$ cat config.mk
export PLATFORM = sky130hd
export DESIGN_NAME = fifo_flat
export DESIGN_NICKNAME = d
export VERILOG_FILES = /design/src/rtl/fifo_if.sv /design/src/rtl/fifo.sv /design/src/flat_wrapper.sv
export SDC_FILE = /design/constraint.sdc
export NUM_CORES = 1
export LEC_CHECK = 0
export CELL_PAD_IN_SITES_DETAIL_PLACEMENT = 1
export CELL_PAD_IN_SITES_GLOBAL_PLACEMENT = 1
export CORE_UTILIZATION = 51
export CTS_CLUSTER_SIZE = 8
export DETAILED_ROUTE_END_ITERATION = 8
export DONT_BUFFER_PORTS = 1
export PLACE_DENSITY_LB_ADDON = 0.15
export RECOVER_POWER = 50
export SLEW_MARGIN = 10
export SYNTH_ARGS = -nofsm -noshare
export SYNTH_HDL_FRONTEND = slang
export SYNTH_SLANG_ARGS = --single-unit
$ cat constraint.sdc
create_clock -name Clock -period 1.5 [get_ports Clock]
set_input_delay 0.075 -clock Clock [delete_from_list [all_inputs] [get_ports Clock]]
set_output_delay 0.075 -clock Clock [all_outputs]
set_load 0.005 [all_outputs]
$ cat src/rtl/fifo_if.sv
// fifo_if: producer/consumer bundle for the synchronous FIFO.
// Ports: WriteEn/DataIn/ReadEn from producer/consumer; DataOut, active-low
//   Empty_/HalfFull_/Full_ flags and sticky Error back from the FIFO.
// master = the side driving requests, slave = the FIFO itself.
interface fifo_if #(
  parameter int DATA_WIDTH = 32
);
  logic                  WriteEn;
  logic [DATA_WIDTH-1:0] DataIn;
  logic                  ReadEn;
  logic [DATA_WIDTH-1:0] DataOut;
  logic                  Empty_;
  logic                  HalfFull_;
  logic                  Full_;
  logic                  Error;

  modport master (
    output WriteEn, DataIn, ReadEn,
    input  DataOut, Empty_, HalfFull_, Full_, Error
  );

  modport slave (
    input  WriteEn, DataIn, ReadEn,
    output DataOut, Empty_, HalfFull_, Full_, Error
  );
endinterface

$ cat src/rtl/fifo.sv
// fifo: single-clock FIFO with an integrated safety monitor (sticky Error).
// Latency: write visible to a read on the next edge; DataOut registered, valid
//   one cycle after an accepted read; flags follow the registered occupancy.
// Backpressure: writes to a full FIFO are dropped unless a read is accepted in
//   the same cycle; reads from an empty FIFO are dropped.
// Ports:
//   Clock   - rising-edge clock for all logic
//   Reset_  - asynchronous active-low reset, release synchronized by two flops
//   bus     - fifo_if.slave: WriteEn, DataIn, ReadEn in; DataOut, Empty_,
//             HalfFull_, Full_, Error out
// Build option: define FIFO_SM_EN to compile in the safety monitor; without it
//   Error is tied low and the data path/flags are unchanged.
module fifo #(
  parameter int FIFO_DEPTH = 16,
  parameter int DATA_WIDTH = 32
) (
  input  logic   Clock,
  input  logic   Reset_,
  fifo_if.slave  bus
);

  localparam int AW = $clog2(FIFO_DEPTH);

  localparam logic [AW-1:0] PTR_ONE  = AW'(1);
  localparam logic [AW:0]   CNT_ONE  = (AW+1)'(1);
  localparam logic [AW:0]   CNT_FULL = (AW+1)'(FIFO_DEPTH);
  localparam logic [AW:0]   CNT_HALF = (AW+1)'(FIFO_DEPTH / 2);

  // ------------------------------------------------------------------------
  // Reset synchronizer: assertion takes effect immediately (async clear of
  // both flops), release reaches the logic only after two rising edges so
  // that every flop leaves reset on the same clean edge.
  // ------------------------------------------------------------------------
  logic [1:0] rst_sync;
  logic       rst_n;

  always_ff @(posedge Clock or negedge Reset_) begin
    if (!Reset_) begin
      rst_sync <= 2'b00;
    end else begin
      rst_sync <= {rst_sync[0], 1'b1};
    end
  end

  assign rst_n = rst_sync[1];

  // ------------------------------------------------------------------------
  // State
  // ------------------------------------------------------------------------
  logic [DATA_WIDTH-1:0] mem_array [FIFO_DEPTH];
  logic [AW-1:0]         wr_ptr;
  logic [AW-1:0]         rd_ptr;
  logic [AW:0]           count;
  logic [DATA_WIDTH-1:0] data_out;

  logic empty;
  logic full;
  logic rd_accept;
  logic wr_accept;

  assign empty = (count == '0);
  assign full  = (count == CNT_FULL);

  // A read needs data. A write needs a free slot, but at full the slot being
  // freed by a same-cycle read can be reused, so the write still goes in.
  assign rd_accept = bus.ReadEn && !empty;
  assign wr_accept = bus.WriteEn && (!full || rd_accept);

  // Storage has no reset: contents are meaningless once count says so.
  always_ff @(posedge Clock) begin
    if (wr_accept) begin
      mem_array[wr_ptr] <= bus.DataIn;
    end
  end

  always_ff @(posedge Clock or negedge rst_n) begin
    if (!rst_n) begin
      wr_ptr <= '0;
    end else if (wr_accept) begin
      wr_ptr <= wr_ptr + PTR_ONE;
    end
  end

  // The read port samples the old array contents, so a same-cycle write to
  // the slot being read (only possible at full) cannot disturb DataOut.
  always_ff @(posedge Clock or negedge rst_n) begin
    if (!rst_n) begin
      rd_ptr   <= '0;
      data_out <= '0;
    end else if (rd_accept) begin
      rd_ptr   <= rd_ptr + PTR_ONE;
      data_out <= mem_array[rd_ptr];
    end
  end

  always_ff @(posedge Clock or negedge rst_n) begin
    if (!rst_n) begin
      count <= '0;
    end else begin
      case ({wr_accept, rd_accept})
        2'b10:   count <= count + CNT_ONE;
        2'b01:   count <= count - CNT_ONE;
        default: count <= count;
      endcase
    end
  end

  // ------------------------------------------------------------------------
  // Outputs: flags decode straight from the registered count, no extra state.
  // ------------------------------------------------------------------------
  assign bus.DataOut   = data_out;
  assign bus.Empty_    = ~empty;
  assign bus.HalfFull_ = ~(count >= CNT_HALF);
  assign bus.Full_     = ~full;

`ifdef FIFO_SM_EN
  // ------------------------------------------------------------------------
  // Safety monitor. Every term is evaluated on the pre-edge state and inputs;
  // a hit sets Error on that same edge and it stays set until reset.
  // ------------------------------------------------------------------------
  logic [AW-1:0] ptr_diff;
  logic          overflow_try;
  logic          underflow_try;
  logic          ptr_mismatch;
  logic          flag_conflict;
  logic          fault;
  logic          error_q;

  assign ptr_diff = wr_ptr - rd_ptr;

  assign overflow_try  = bus.WriteEn && full && !rd_accept;
  assign underflow_try = bus.ReadEn && empty;

  // At full the modular pointer difference wraps to 0, so the only
  // consistent picture there is equal pointers.
  always_comb begin
    ptr_mismatch = 1'b0;
    if (count > CNT_FULL) begin
      ptr_mismatch = 1'b1;
    end else if (full) begin
      ptr_mismatch = (wr_ptr != rd_ptr);
    end else begin
      ptr_mismatch = (count != {1'b0, ptr_diff});
    end
  end

  // Checked on the driven flag values so a decode fault is caught as well.
  assign flag_conflict = !bus.Empty_ && !bus.Full_;

  assign fault = overflow_try || underflow_try || ptr_mismatch || flag_conflict;

  always_ff @(posedge Clock or negedge rst_n) begin
    if (!rst_n) begin
      error_q <= 1'b0;
    end else if (fault) begin
      error_q <= 1'b1;
    end
  end

  assign bus.Error = error_q;
`else
  assign bus.Error = 1'b0;
`endif

  // ------------------------------------------------------------------------
  // Structural invariants of the counter/pointer pair.
  // ------------------------------------------------------------------------
  count_in_range: assert property (
    @(posedge Clock) disable iff (!rst_n) count <= CNT_FULL
  );

  ptrs_track_count: assert property (
    @(posedge Clock) disable iff (!rst_n)
      count[AW-1:0] == AW'(wr_ptr - rd_ptr)
  );

endmodule

$ cat src/flat_wrapper.sv
// flat-port wrapper written by rule: the top's interface ports become plain ports
module fifo_flat 
#(
  parameter int FIFO_DEPTH = 16,
  parameter int DATA_WIDTH = 32
)
  (Clock, Reset_, bus_WriteEn, bus_DataIn, bus_ReadEn, bus_DataOut, bus_Empty_, bus_HalfFull_, bus_Full_, bus_Error);
  fifo_if #(.DATA_WIDTH(DATA_WIDTH)) bus_i ();
  input  logic Clock;
  input  logic Reset_;
  input wire logic [$bits(bus_i.WriteEn)-1:0] bus_WriteEn;
  input wire logic [$bits(bus_i.DataIn)-1:0] bus_DataIn;
  input wire logic [$bits(bus_i.ReadEn)-1:0] bus_ReadEn;
  output wire logic [$bits(bus_i.DataOut)-1:0] bus_DataOut;
  output wire logic [$bits(bus_i.Empty_)-1:0] bus_Empty_;
  output wire logic [$bits(bus_i.HalfFull_)-1:0] bus_HalfFull_;
  output wire logic [$bits(bus_i.Full_)-1:0] bus_Full_;
  output wire logic [$bits(bus_i.Error)-1:0] bus_Error;
  assign bus_i.WriteEn = bus_WriteEn;
  assign bus_i.DataIn = bus_DataIn;
  assign bus_i.ReadEn = bus_ReadEn;
  assign bus_DataOut = bus_i.DataOut;
  assign bus_Empty_ = bus_i.Empty_;
  assign bus_HalfFull_ = bus_i.HalfFull_;
  assign bus_Full_ = bus_i.Full_;
  assign bus_Error = bus_i.Error;
  fifo #(.FIFO_DEPTH(FIFO_DEPTH), .DATA_WIDTH(DATA_WIDTH)) u_core (.Clock(Clock), .Reset_(Reset_), .bus(bus_i));
endmodule
# After elaboration in Yosys (flattened, before gate mapping)
# Memories as Yosys holds them, arrays and structs flattened. A register that Yosys moved wholly into a read port is not among the register bits.
# Cells that the tools add are included.
[op_classes]
reduce_logical = 8
mux = 3
n_lt_le_gt_ge = 1
n_eq_ne = 3
add_sub_neg = 4
n_bitwise = 3
[ops]
columns = ["operator", "count"]
rows = [
  ["case mux 5 bit (2 select lines)", 1],
  ["adder 4 x 1 -> 4 bit, second input constant", 2],
  ["adder 5 x 1 -> 5 bit, second input constant", 1],
  ["equality test 5 bit, second input constant", 1],
  [">= comparator 5 x 4 -> 1 bit, second input constant", 1],
  ["logical NOT 5 bit", 1],
  ["subtractor 5 x 1 -> 5 bit, second input constant", 1],
  ["logical NOT 1 bit", 3],
  ["NOT 1 bit", 3],
  ["equality test 2 x 1 -> 1 bit, second input constant", 1],
  ["equality test 2 bit, second input constant", 1],
  ["logical AND 1 bit", 2],
  ["two-way mux 1 bit", 2],
  ["nonzero test 2 bit", 1],
  ["logical OR 1 bit", 1],
]
[totals]
regBits = 15
mem_count = 1
input_bits = 36
out_inout_bits = 36
mem_bits_rw = 512
[memory_table]
columns = ["memory", "words", "word_bits", "rd", "rd_clocked_by_memory_dff", "write_ports", "line", "source"]
rows = [
  ["u_core.mem_array", 16, 32, 1, 1, 1, "fifo.sv:50", "logic [DATA_WIDTH-1:0] mem_array [FIFO_DEPTH];"],
]

# Longest topological paths before layout
[depth]
depth_word = 7
depth_mapped = 13
depth_no_buf = 12

# Least setup slack after synthesis
# OpenSTA, ideal clock, no wires.
[synth_path]
path_type = "register -> register"
from = "reg u_core.count[0]"
to = "mem u_core.mem_array[3][0], enable pin"
arrival_ns = 3.324
path_buffers = 1
path_stages_with_launch = 7
synth_period_minus_slack_ns = 3.785
path_slack_ns = -2.285
path_cell_list = "dfrtp_1 > nor3_1 > nand3b_1 > o21a_1 > clkbuf_1 > nand2_1 > nor3_1"
[synth_via]
elab_chain_cells = 7
word_cells_on_any_way = 9
classes_between = "eq/ne: 1; mux: 2; reduce/logical: 6"
[synth_rtl]
columns = ["item", "line", "source"]
rows = [
  ["start, declared", "fifo.sv:53", "logic [AW:0] count;"],
  ["start signal, assigned", "fifo.sv:101", "2'b10: count <= count + CNT_ONE;"],
  ["start signal, assigned", "fifo.sv:102", "2'b01: count <= count - CNT_ONE;"],
  ["start signal, assigned", "fifo.sv:103", "default: count <= count;"],
  ["logical NOT 5 bit", "fifo.sv:61", "assign empty = (count == '0);"],
  ["logical NOT 1 bit", "fifo.sv:66", "assign rd_accept = bus.ReadEn && !empty;"],
  ["logical AND 1 bit", "fifo.sv:66", ""],
  ["logical OR 1 bit *", "fifo.sv:67", "assign wr_accept = bus.WriteEn && (!full || rd_accept);"],
  ["logical AND 1 bit *", "fifo.sv:67", ""],
  ["two-way mux 1 bit *", "fifo.sv:71", "if (wr_accept) begin"],
  ["two-way mux 1 bit (not written as such) *", "fifo.sv:72", "mem_array[wr_ptr] <= bus.DataIn;"],
  ["end, declared", "fifo.sv:50", ""],
]
# Every way passes the cells marked *; elsewhere a longest branch is shown, timed or not.

# Final worst setup path
[layout_path]
from = "reg u_core.count[1]"
to = "reg u_core.count[4]"
[layout_via]
elab_chain_cells = 7
word_cells_on_any_way = 13
classes_between = "add/sub: 2; eq/ne: 3; mux: 1; reduce/logical: 7"
[layout_rtl]
columns = ["item", "line", "source"]
rows = [
  ["logical NOT 5 bit", "fifo.sv:61", ""],
  ["logical NOT 1 bit", "fifo.sv:66", ""],
  ["logical AND 1 bit", "fifo.sv:66", ""],
  ["logical OR 1 bit", "fifo.sv:67", ""],
  ["logical AND 1 bit", "fifo.sv:67", ""],
  ["equality test 2 x 1 -> 1 bit / equality test 2 bit (equally long branches)", "fifo.sv:100", "case ({wr_accept, rd_accept})"],
  ["case mux 5 bit (2 select lines) / nonzero test 2 bit (equally long branches)", "--", ""],
]
# Several ways; a longest one is shown, not always the timed one.
# A chain may end at the register's enable or synchronous reset.

==> results_dict.tcl <==
set metrics [dict create \
    cpPeakStageDelay_ns 0.39 \
    route.detailed.drc 6 \
    num_rows 74 \
    outcome "complete, but fails checks" \
    mappedNetlistNets 995 \
    cp_top_family "simple AND/OR/NAND/NOR gates" \
    violations "DRC, hold timing, setup timing" \
    r2r_cells 11 \
    avgSynthCellArea_um2 22.5 \
    placed_cell_area_um2 23500 \
    initial_core_util_pct 52.0 \
    crit_buf_inv 1 \
    dp_hpwl_mm 30.6 \
    pin_count 72 \
    layout-drive-gt1-share_pct 41.0 \
    synthSimpleGateAreaFrac_pct 0.844 \
    critPathKind "reg2reg" \
    r2r-end "u_core.count[4]$_DFFE_PN0P_" \
    worstSetupEndpoint "u_core.count[4]$_DFFE_PN0P_" \
    post-route-period-util_pct 170 \
    synthToLayoutAreaGrowth_pct 29.9 \
    pwr_density_cell_nw_per_um2 2000 \
    cts_tree "done" \
    worst_ep_arrival_time_ns 3.01 \
    maxCapViolCount 0 \
    cts.htree.levels 3 \
    dpl_worst_slack_ns -1.05 \
    synth_cell_type_count 35 \
    setup_violations 559 \
    finalHoldViolCount 1 \
    leakagePower_nw 9.35 \
    required_ns 1.97 \
    cp_max_fo 4 \
    die_y_um 207 \
    cts.path.max_buffers 3 \
    critPathCaptureType "flop" \
    drt_iter0_drc 1059 \
    worstSetupStartpoint "u_core.count[1]$_DFFE_PN0P_" \
    whs_ns -0.0218 \
    cts-root-buf "clkbuf_16" \
    syn_area_um2 21300 \
    grt_usage_pct 30.2 \
    nNetsFinal 1243 \
    grt_max_degree 46 \
    clk-insertion-delay-late_ns 0.62 \
    ir_drop_mv 1.09 \
    synth_top_family_by_area "multiplexers" \
    viasPerCell 6.26 \
    grt_pass1_wl_mm 88.2 \
    hp-class "in2reg" \
    clock_skew_ns 0.0348 \
    synth_edf_count 512 \
    path_cells "nor3_2 > nand3b_1 > o21a_1 > inv_4 > ha_4 > ha_1 > nor2b_4 > o21ai_2 > a21oi_1 > or3b_4 > xnor2_1" \
    tightest_slew_ns 0.934 \
    postRouteAntennaNets 0 \
    synthCells 949 \
    rsz0062_at_grt "true" \
    synth.area.mux_share_pct 15.3 \
    fin_ws_ns -1.05 \
    period_needed_ns 2.55 \
    wl_per_cell_um 34.3 \
    die_area_um2 42700 \
    path_depth 11 \
    gp_congestion 0.761 \
    synth-compound-area-share_pct 3.72 \
    ys.warnings.count 0 \
    slew_violations 0 \
    total_power_w 0.0555 \
    relSlewSlack_pct 37.7 \
    cp_slowest_cell "dfrtp_1" \
    async_flop_share_pct 8.41 \
    worstHoldPathCells 3 \
    stdcell_area_um2 27700 \
    path_clk_slew_ns 0.06 \
    ys_ff_latch 559 \
    grt_antenna_before_repair 1 \
    io_buffers 0 \
    critPathLaunchType "flop" \
    cts-buffers-inserted 79 \
    fmax_mhz 393 \
    coreArea_um2 41000 \
    ys.flop_type "edfxtp_1" \
    cts_hold_buf 34 \
    tns_ns -317.73 \
    wirelength_mm 61.6 \
    grt_pass1_vias 12300 \
    synthXorXnorAreaFrac_pct 0.410 \
    cts_sinks 559 \
    reg2reg_slack_ns -1.05 \
    die_w_um 207 \
    r2r-start "u_core.count[1]$_DFFE_PN0P_" \
    synth_adder_area_share_pct 0.622 \
    dr.pass1.iters 9 \
    via_count 11200 \
    synth_seq_area_share_pct 77.6 \
    overflow 0 \
]
[cells in the mapped netlist (all sizes together) (3+ instances only)]
master,instances,area (µm²)
edfxtp,512,15400
mux4,128,2880
o22ai,64,582
dfrtp,47,1180
a21oi,34,170
mux2,33,372
clkbuf,28,106
buf,27,186
nor2,13,48.8
nand2,11,41.3
ha,9,113
inv,7,26.3
xnor2,7,61.3
nor3,5,25.0
o21ai,4,20.0
nand2b,3,18.8
xor2,3,26.3
[what timing repair did]
item,CTS,global route
gates resized for setup,129,5
setup buffers,47,6
endpoints found under the setup margin,558,560
gates cloned,25,0
endpoints found under the hold margin,514,1
pin swaps,17,8
[cell families after synthesis]
family          Yosys count
flops                   559
mux                     162
compound gates          105
buf+inv                  62
simple gates             39
fa+ha+maj                10
xor+xnor                 10
other cells               2
[cell type report]
| type | count | area [µm²] |
|---|---|---|
| Inverter | 7 | 31.3 |
| Sequential cell | 559 | 16600 |
| Fill cell | 3143 | 13300 |
| Clock inverter | 3 | 26.3 |
| Multi-Input combinational cell | 328 | 4940 |
| Timing Repair Buffer | 222 | 3200 |
| Antenna cell | 1 | 2.50 |
| Clock buffer | 143 | 2300 |
| Tap cell | 532 | 666 |
[state kept, by name (all words and copies together), names as in the netlist]
| signal | cells |
|---|---|
| u_core.bus.DataOut | 32 |
| u_core.count | 5 |
| u_core.mem_array | 512 |
| u_core.rd_ptr | 4 |
| u_core.rst_sync | 2 |
| u_core.wr_ptr | 4 |
[per-stage QoR]
stage                     utilization, %  instances
final                               67.6       1795
after floorplan                        -        949
after detailed placement            57.3       1542
after CTS                           67.5       1791
after global placement              57.3       1542
after global routing                67.6       1795
[cells in the final DEF, fill, tap and decap left out, drive strengths merged, types with 9 or more instances in the layout]
cell type,count
mux2,33
buf,183
nand2,11
clkbuf,144
o22ai,64
nor2,13
dlygate4sd3,34
a21oi,34
inv,10
edfxtp,512
dfrtp,47
mux4,128
ha,9
[worst min path at each step]
stage / to / start
2_1_floorplan: u_core.rst_sync[0]$_DFF_PN0_ / Reset_
3_3_place_gp: u_core.rst_sync[1]$_DFF_PN0_ / Reset_
3_5_place_dp: u_core.rst_sync[1]$_DFF_PN0_ / Reset_
4_1_cts: u_core.count[4]$_DFFE_PN0P_ / bus_WriteEn
5_1_grt: u_core.wr_ptr[0]$_DFFE_PN0P_ / bus_WriteEn
6_report: u_core.wr_ptr[0]$_DFFE_PN0P_ / bus_WriteEn
[metal layers]
layer | wire length (µm) | GRT usage (%) | vias to the layer above
li1 | - | - | 4515
met1 | 24200 | 39.7 | 6048
met2 | 30500 | 49.2 | 538
met3 | 4180 | 5.95 | 142
met4 | 2610 | 13.9 | 0
met5 | 0 | 0 | -
[worst reg2reg max path, cell delays in order, from the launching register on]
cell      delay (ns)
dfrtp_1         0.39
nor3_2          0.21
nand3b_1        0.13
o21a_1          0.25
inv_4           0.07
ha_4            0.16
ha_1            0.27
nor2b_4         0.15
o21ai_2         0.16
a21oi_1         0.11
or3b_4          0.38
xnor2_1         0.13
[where the power goes]
| part | switching [W] | internal (W) | total, W | leakage (nW) |
|---|---|---|---|---|
| logic | 0.00878 | 0.00943 | 0.0182 | 3.10 |
| clock network | 0.00666 | 0.0103 | 0.0169 | 1.11 |
| registers | 0.00123 | 0.0191 | 0.0204 | 5.15 |
| total | 0.0167 | 0.0388 | 0.0555 | 9.35 |
Note: power is estimated with default switching activity, not from simulation.
